--- src/rtl/if_stage.sv ---
// -----------------------------------------------------------------------------
// if_stage -- instruction fetch stage with a handshake to instruction memory.
//
// Fetches one instruction per cycle when memory answers with zero latency. It
// tolerates arbitrary ack latency, a pipeline stall from the hazard unit, and
// branch/jump redirects from EX/MEM. The request address is held stable from
// the request until its ack.
//
// Parameters
//   RESET_PC     first fetch address after reset
//
// Ports
//   clk          single clock, rising edge
//   rst          synchronous, active-high reset
//   pcsrc        redirect request (branch/jump taken)
//   pc_branch    redirect target, valid when pcsrc=1; low two bits forced to 0
//   stall        hazard-unit freeze of PC and IF/ID
//   imem_req     instruction-memory read request
//   imem_addr    instruction-memory read address
//   imem_ack     imem_rdata valid this cycle
//   imem_rdata   fetched instruction word
//   pc_out       current fetch PC
//   if_id_pc     IF/ID register: PC of the instruction
//   if_id_pc4    IF/ID register: PC+4 (wraps modulo 2^32)
//   if_id_instr  IF/ID register: instruction word
//   if_id_valid  IF/ID holds a real instruction (0 = bubble)
//   fetch_fault  sticky misaligned-redirect flag
//
// Configuration
//   IF_STAGE_ALIGN_CHECK_EN  when defined, a redirect whose target has nonzero
//                            low bits sets fetch_fault until reset. The
//                            redirect itself still goes to the aligned target.
//                            When undefined, fetch_fault is constant 0.
// -----------------------------------------------------------------------------
module if_stage #(
   parameter logic [31:0] RESET_PC = 32'h0000_0000
) (
   input  logic        clk,
   input  logic        rst,
   input  logic        pcsrc,
   input  logic [31:0] pc_branch,
   input  logic        stall,
   output logic        imem_req,
   output logic [31:0] imem_addr,
   input  logic        imem_ack,
   input  logic [31:0] imem_rdata,
   output logic [31:0] pc_out,
   output logic [31:0] if_id_pc,
   output logic [31:0] if_id_pc4,
   output logic [31:0] if_id_instr,
   output logic        if_id_valid,
   output logic        fetch_fault
);

   // REQ: request outstanding at pc. HELD: word captured during a stall,
   // waiting for the stall to clear. DRAIN: a redirect arrived while a request
   // was outstanding, so the stage waits for that ack and discards its data.
   typedef enum logic [1:0] {REQ, HELD, DRAIN} state_t;

   state_t      state_q, state_d;
   logic [31:0] pc_q, pc_d;
   logic [31:0] ifpc_q, ifpc_d;
   logic [31:0] ifpc4_q, ifpc4_d;
   logic [31:0] ifinstr_q, ifinstr_d;
   logic        ifv_q, ifv_d;
   logic [31:0] hold_q, hold_d;
   logic [31:0] redir_q, redir_d;

   logic [31:0] pc_plus4;
   logic [31:0] target;

   assign pc_plus4 = pc_q + 32'd4;
   assign target   = {pc_branch[31:2], 2'b00};

   always_comb begin
      state_d   = state_q;
      pc_d      = pc_q;
      ifpc_d    = ifpc_q;
      ifpc4_d   = ifpc4_q;
      ifinstr_d = ifinstr_q;
      ifv_d     = ifv_q;
      hold_d    = hold_q;
      redir_d   = redir_q;

      case (state_q)
         REQ: begin
            if (pcsrc) begin
               ifv_d = 1'b0;
               if (imem_ack) begin
                  pc_d = target;
               end else begin
                  // Outstanding request must complete at its original address.
                  redir_d = target;
                  state_d = DRAIN;
               end
            end else if (imem_ack) begin
               if (stall) begin
                  hold_d  = imem_rdata;
                  state_d = HELD;
               end else begin
                  ifpc_d    = pc_q;
                  ifpc4_d   = pc_plus4;
                  ifinstr_d = imem_rdata;
                  ifv_d     = 1'b1;
                  pc_d      = pc_plus4;
               end
            end else if (!stall) begin
               ifv_d = 1'b0;
            end
         end

         HELD: begin
            if (pcsrc) begin
               ifv_d   = 1'b0;
               pc_d    = target;
               state_d = REQ;
            end else if (!stall) begin
               ifpc_d    = pc_q;
               ifpc4_d   = pc_plus4;
               ifinstr_d = hold_q;
               ifv_d     = 1'b1;
               pc_d      = pc_plus4;
               state_d   = REQ;
            end
         end

         DRAIN: begin
            ifv_d = 1'b0;
            if (imem_ack) begin
               // A redirect arriving with the ack is the newest one and wins.
               pc_d    = pcsrc ? target : redir_q;
               state_d = REQ;
            end else if (pcsrc) begin
               redir_d = target;
            end
         end

         default: state_d = REQ;
      endcase
   end

   always_ff @(posedge clk) begin
      if (rst) begin
         state_q   <= REQ;
         pc_q      <= RESET_PC;
         ifpc_q    <= '0;
         ifpc4_q   <= '0;
         ifinstr_q <= '0;
         ifv_q     <= 1'b0;
         hold_q    <= '0;
         redir_q   <= '0;
      end else begin
         state_q   <= state_d;
         pc_q      <= pc_d;
         ifpc_q    <= ifpc_d;
         ifpc4_q   <= ifpc4_d;
         ifinstr_q <= ifinstr_d;
         ifv_q     <= ifv_d;
         hold_q    <= hold_d;
         redir_q   <= redir_d;
      end
   end

`ifdef IF_STAGE_ALIGN_CHECK_EN
   logic fault_q;

   always_ff @(posedge clk) begin
      if (rst) begin
         fault_q <= 1'b0;
      end else if (pcsrc && (pc_branch[1:0] != 2'b00)) begin
         fault_q <= 1'b1;
      end
   end

   assign fetch_fault = fault_q;
`else
   // Low target bits are dropped silently in this build.
   logic unused_branch_lsbs;
   assign unused_branch_lsbs = ^pc_branch[1:0];
   assign fetch_fault        = 1'b0;
`endif

   assign imem_req    = !rst && (state_q != HELD);
   assign imem_addr   = pc_q;
   assign pc_out      = pc_q;
   assign if_id_pc    = ifpc_q;
   assign if_id_pc4   = ifpc4_q;
   assign if_id_instr = ifinstr_q;
   assign if_id_valid = ifv_q;

endmodule

--- config.mk ---
export PLATFORM = sky130hd
export DESIGN_NAME = if_stage
export DESIGN_NICKNAME = d
export VERILOG_FILES = /design/src/rtl/if_stage.sv
export SDC_FILE = /design/constraint.sdc
export NUM_CORES = 1
export LEC_CHECK = 0
export ABC_AREA = 1
export BUFFER_PORTS_ARGS = -buffer_cell sky130_fd_sc_hd__clkbuf_2
export CAP_MARGIN = 20
export CORE_ASPECT_RATIO = 0.5
export CORE_UTILIZATION = 30
export CTS_BUF_LIST = sky130_fd_sc_hd__clkbuf_4 sky130_fd_sc_hd__clkbuf_8
export DETAILED_ROUTE_END_ITERATION = 10
export PLACE_DENSITY = 0.55
export SYNTH_ARGS = -nofsm -noshare
export SYNTH_HDL_FRONTEND = slang
export SYNTH_SLANG_ARGS = --single-unit
--- constraint.sdc ---
create_clock -name clk -period 2.2 [get_ports clk]
set_input_delay 0.22 -clock clk [delete_from_list [all_inputs] [get_ports clk]]
set_output_delay 0.22 -clock clk [all_outputs]
set_load 0.02 [all_outputs]
# Word-level counts from Yosys, hierarchy flattened
# Cells that the tools add are included.
classes:
  addsub: 1
  n_eq_ne: 17
  mux: 42
  n_bitwise: 1
  n_reduce_logical: 13
ops:
  columns: ["op", "n"]
  rows:
  - ["2-to-1 mux 32 bit", 23]
  - ["case mux 32 bit (2 select lines)", 4]
  - ["case mux 32 bit (3 select lines)", 1]
  - ["adder 32 x 3 -> 32 bit, second input constant", 1]
  - ["inequality test 2 bit, second input constant", 9]
  - ["2-to-1 mux 2 bit", 7]
  - ["inequality test 3 bit, second input constant", 4]
  - ["AND reduction 4 bit", 3]
  - ["case mux 2 bit (3 select lines)", 1]
  - ["AND reduction 6 bit", 1]
  - ["2-to-1 mux 1 bit", 5]
  - ["AND reduction 5 bit", 1]
  - ["inequality test 4 bit, second input constant", 1]
  - ["nonzero test 2 bit", 2]
  - ["case mux 1 bit (3 select lines)", 1]
  - ["AND reduction 3 bit", 1]
  - ["nonzero test 3 bit", 1]
  - ["equality test 2 x 1 -> 1 bit, second input constant", 1]
  - ["equality test 2 bit, second input constant", 1]
  - ["logical NOT 2 bit", 1]
  - ["inequality test 2 x 1 -> 1 bit, second input constant", 1]
  - ["AND reduction 2 bit", 1]
  - ["logical AND 1 bit", 1]
  - ["logical NOT 1 bit", 1]
  - ["NOT 1 bit", 1]
word_totals:
  reg_bits: 195
  in_bits: 69

# Logic depth before layout (Yosys ltp)
depth:
  word_depth: 5
  mapped_depth: 12
  ltp_nobuf: 12

# Least setup slack after synthesis
# OpenSTA, ideal clock, no wires.
synth_path:
  path_type: "register to register"
  start: "register pc_q[3], in the netlist imem_addr[3]"
  end: "register pc_q[18], in the netlist imem_addr[18]"
  setup_time_ps: 70
  arrival_time_ps: 1712
  required_time_ps: 2130
  slack_ps: 418
  stages_incl_launch_ff: 11
  path_buffers: 0
  synth_period_minus_slack_ps: 1782
  cell_sequence: "dfxtp_1 -> ha_1 -> nand2_1 -> nor2_1 -> nand2_1 -> nor2_1 -> xor2_1 -> nand2_1 -> nand2_1 -> nand2_1 -> a21oi_1"
synth_between:
  elab_chain_cells: 5
  elab_cells_between_ends: 6
synth_rtl:
  columns: ["element", "line", "source"]
  rows:
  - ["from (decl)", "61", "logic [31:0] pc_q, pc_d;"]
  - ["from (signal assigned)", "154", "pc_q <= pc_d;"]
  - ["adder 32 x 3 -> 32 bit *", "72", "assign pc_plus4 = pc_q + 32'd4;"]
  - ["2-to-1 mux 32 bit *", "97, 117", null]
  - ["2-to-1 mux 32 bit", "96", "end else if (imem_ack) begin"]
  - ["2-to-1 mux 32 bit", "87", "if (pcsrc) begin"]
  - ["case mux 32 bit (3 select lines) *", "85", "case (state_q)"]
# Mark *: on every way between the ends. The rest lies on a longest branch, timed or not. The select of a mux whose other input is x is not followed.
# A chain may end at the register's enable or synchronous reset.

# Worst setup path in the final report
layout_path:
  start: "register pc_q[2], in the netlist imem_addr[2]"
  end: "register pc_q[30], in the netlist imem_addr[30]"
# Same word-level chain as after synthesis.

==> out/qor.yml <==
die:
  die_height_microns: 124
  rows: 44
  core_area_sq_um: 29200
  boundaryPins: 232
  fp.dieW_microns: 247
  die_area_sq_um: 30700
  initial_core_util_pct: 30.7
pwr:
  p_int_mw: 6.09
  p_leak_nw: 5.32
  seqPwrFrac_pct: 43.4
  p_sw_mw: 3.81
  swShare_pct: 38.5
  pwr-share-clk_pct: 24.3
  ir_drop_v: 0.000454
  combPwrFrac_pct: 32.3
  powerDensity_nw_per_um2: 867
worst_setup_path:
  cp.depth: 12
  crit_type: "register to register"
  crit_required_ns: 2.63
  slowest_delay_ns: 0.35
  arrival_ns: 2.43
  cpMaxStageDelayCell: "dfxtp_1"
  critPathLaunchType: "register"
  cp_max_fo: 3
  crit_chain: "ha_1 > nand2_1 > nor2_1 > nand2_1 > nor2_1 > buf_4 > nand3_1 > nand2_1 > nand2_1 > nand2_1 > nand2_1 > a21oi_1"
  crit_path_end_kind: "register"
  path_delay_family: "simple AND/OR/NAND/NOR gates"
  r2r_cells: 12
  crit_top_cell: "nand2_1"
  crit_buf_inv: 1
cells_and_area:
  area_growth_pct: 27.2
  final_cells: 1930
  post-route-cell-area_sq_um: 11400
  n_antenna_cell: 0
  nNetsFinal: 1601
  final_util_pct: 39.1
  final_cell_mix: "nand2_1, clkbuf_2, dfxtp_1"
  drive_above_1_share_pct: 20.5
  fillCellCount: 3074
  final_common_cell: "nand2_1"
global_route:
  grt_pass1_wl_microns: 46200
  antenna_found_initial: 0
  gr-total-overflow: 0
  grt_pass1_vias: 8233
  grt_util_all_layers_pct: 19.1
  grt_max_degree: 96
sta:
  tightest_slew_ns: 0.634
  drv_slew: 0
  finalSetupTns_ns: 0
  max_freq_mhz: 500
  fin_skew_ns: 0.0170
  min_period_over_period_pct: 90.8
  maxSlewHeadroom_pct: 57.8
  hold_viol_final: 0
  period_needed_ns: 2.00
  rsz0062_at_grt: "no"
  setup-violations-final: 0
  hold_ws_ns: 0.0340
clock_tree:
  cts_buffers: 17
  cts_root_buf: "clkbuf_8"
  clk_latency_ns: 0.50
  cts_tree: "built"
  clkTransAtPathRegs_ns: 0.10
  h-tree-depth: 4
  cts_sinks: 193
  clockBufferDepth: 2
place:
  portBuffers: 228
  hpwl_microns: 20100
  dp_cells: 1849
  post_dp_cell_area_sq_um: 10500
  place.gp.congestion: 0.831
routing:
  dr_total_vias: 9057
  antenna_left: 0
  drcViolationCount: 18
  wl_microns: 29200
  drt_iter0_drc: 536
  drtPass1Iterations: 8
  via_per_inst: 4.69
  wl_per_cell_microns: 15.1
synthesis:
  syn_area_sq_um: 8980
  synth_simple_gate_area_share_pct: 22.2
  synth_cell_types: 29
  synth.ff_latch_count: 193
  syn_area_per_cell_sq_um: 6.89
  synthCells: 1303
  yosys.area_share.adder_pct: 0.697
  synth_nets: 1377
  ys_seq_area_share_pct: 43.0
  synth_xor_area_share_pct: 1.46
  yosysWarnings: 0
  synth_top_family_by_area: "compound AO/OA/AOI/OAI gates"
  synth-compound-area-share_pct: 23.1
  synthMuxAreaShare_pct: 0
run_status:
  outcome: "finished with violations"
  failed_checks: "design-rule violations"
flow_run:
  drv_cap: 0
hold_path:
  min_path_type: "input port to register"
  whs_path_depth: 3
==> synth_stat cells <==
cell      instances  area [sq um]
o22ai_1           1          6.26
o21a_1           16           120
clkbuf_1         67           251
inv_2             3          11.3
o21ai_0         186           931
buf_4            37           278
o211ai_1          7          52.6
clkinv_1          2          7.51
dfxtp_1         193          3860
clkbuf_2          2          10.0
conb_1            1          3.75
buf_1             6          22.5
nand3_1          19          95.1
nor2_1          189           709
nand2_1         292          1100
buf_2            11          55.1
xor2_1           12           105
and2_1            4          25.0
o221ai_1          1          8.76
o21ai_1           4          20.0
nor4_4            1          21.3
nor3_1            4          20.0
a211oi_1          3          22.5
xnor2_1           3          26.3
a31oi_1          33           206
nand3b_1          4          30.0
ha_1              5          62.6
a21oi_1         141           706
inv_1            56           210
==> metrics by stage <==
| step | total power [mW] | worst slack, ns |
|---|---|---|
| finish | 9.90 | 0.201 |
| global route | 10.5 | 0.0181 |
| CTS | 10.0 | 0.149 |
| detailed placement | 7.51 | 0.209 |
| global placement | 7.51 | 0.207 |
| floorplan | 6.38 | 0.418 |
==> area by class of cell <==
class | instances | area [sq um] | share of cell area (%)
sequential | 193 | 3860 | 33.8
multi-input combinational | 926 | 4280 | 37.5
clock inverter | 12 | 136 | 1.19
inverter | 61 | 231 | 2.03
timing repair buffer | 328 | 2170 | 19.0
clock buffer | 19 | 249 | 2.18
tap | 391 | 489 | 4.28
==> state kept, by name, summed over array words and instances, names as in the netlist <==
register and count:
imem_addr 32, if_id_pc4 32, if_id_instr 32, redir_q 32, if_id_valid 1, if_id_pc 30
hold_q 32, state_q 2
==> cell families after synthesis <==
group,Yosys count
XOR/XNOR,15
AO/OA/AOI/OAI,392
flip-flops,193
AND/OR/NAND/NOR,513
other,1
buffers and inverters,184
adder cells (fa/ha/maj),5
==> worst reg2reg max path, delay by kind of cell, from the launching register on <==
kind,cells,cell delay [ns]
simple gates,9,1.08
fa+ha+maj,1,0.20
buf+inv,1,0.18
flops,1,0.35
compound gates,1,0.12
==> per-layer routing <==
layer  wire length (microns)  share of wire, %  vias to the layer above  global-route usage (%)
li1                        -                 -                     4688                       -
met1                   14600                50                     4158                    27.4
met2                   13000                45                      187                    29.3
met3                    1210               4.1                       24                    3.96
met4                     347               1.2                        0                    4.32
met5                       0                 0                        -                       0
==> path summary, 6_finish.rpt <==
path,slack [ns],start,endpoint
max,0.20,imem_addr[2],imem_addr[30]
max reg2reg,0.20,imem_addr[2],imem_addr[30]
min,0.03,pc_branch[23],redir_q[23]
min reg2reg,0.46,hold_q[24],if_id_instr[24]
==> power by group through the flow <==
| stage | registers [mW] | logic, mW | clock network, mW |
|---|---|---|---|
| final | 4.30 | 3.20 | 2.41 |
| after global routing | 4.36 | 3.52 | 2.63 |
| after CTS | 4.30 | 3.21 | 2.49 |
| after detailed placement | 4.37 | 3.13 | 0 |
| after global placement | 4.37 | 3.13 | 0 |
| after floorplan | 4.72 | 1.66 | 0 |
==> timing repair <==
item	in CTS	in global routing
resized for setup	0	0
endpoints found under the hold margin	82	0
buffers inserted	0	0
hold buffers	50	0
(Power assumes the default switching activity.)
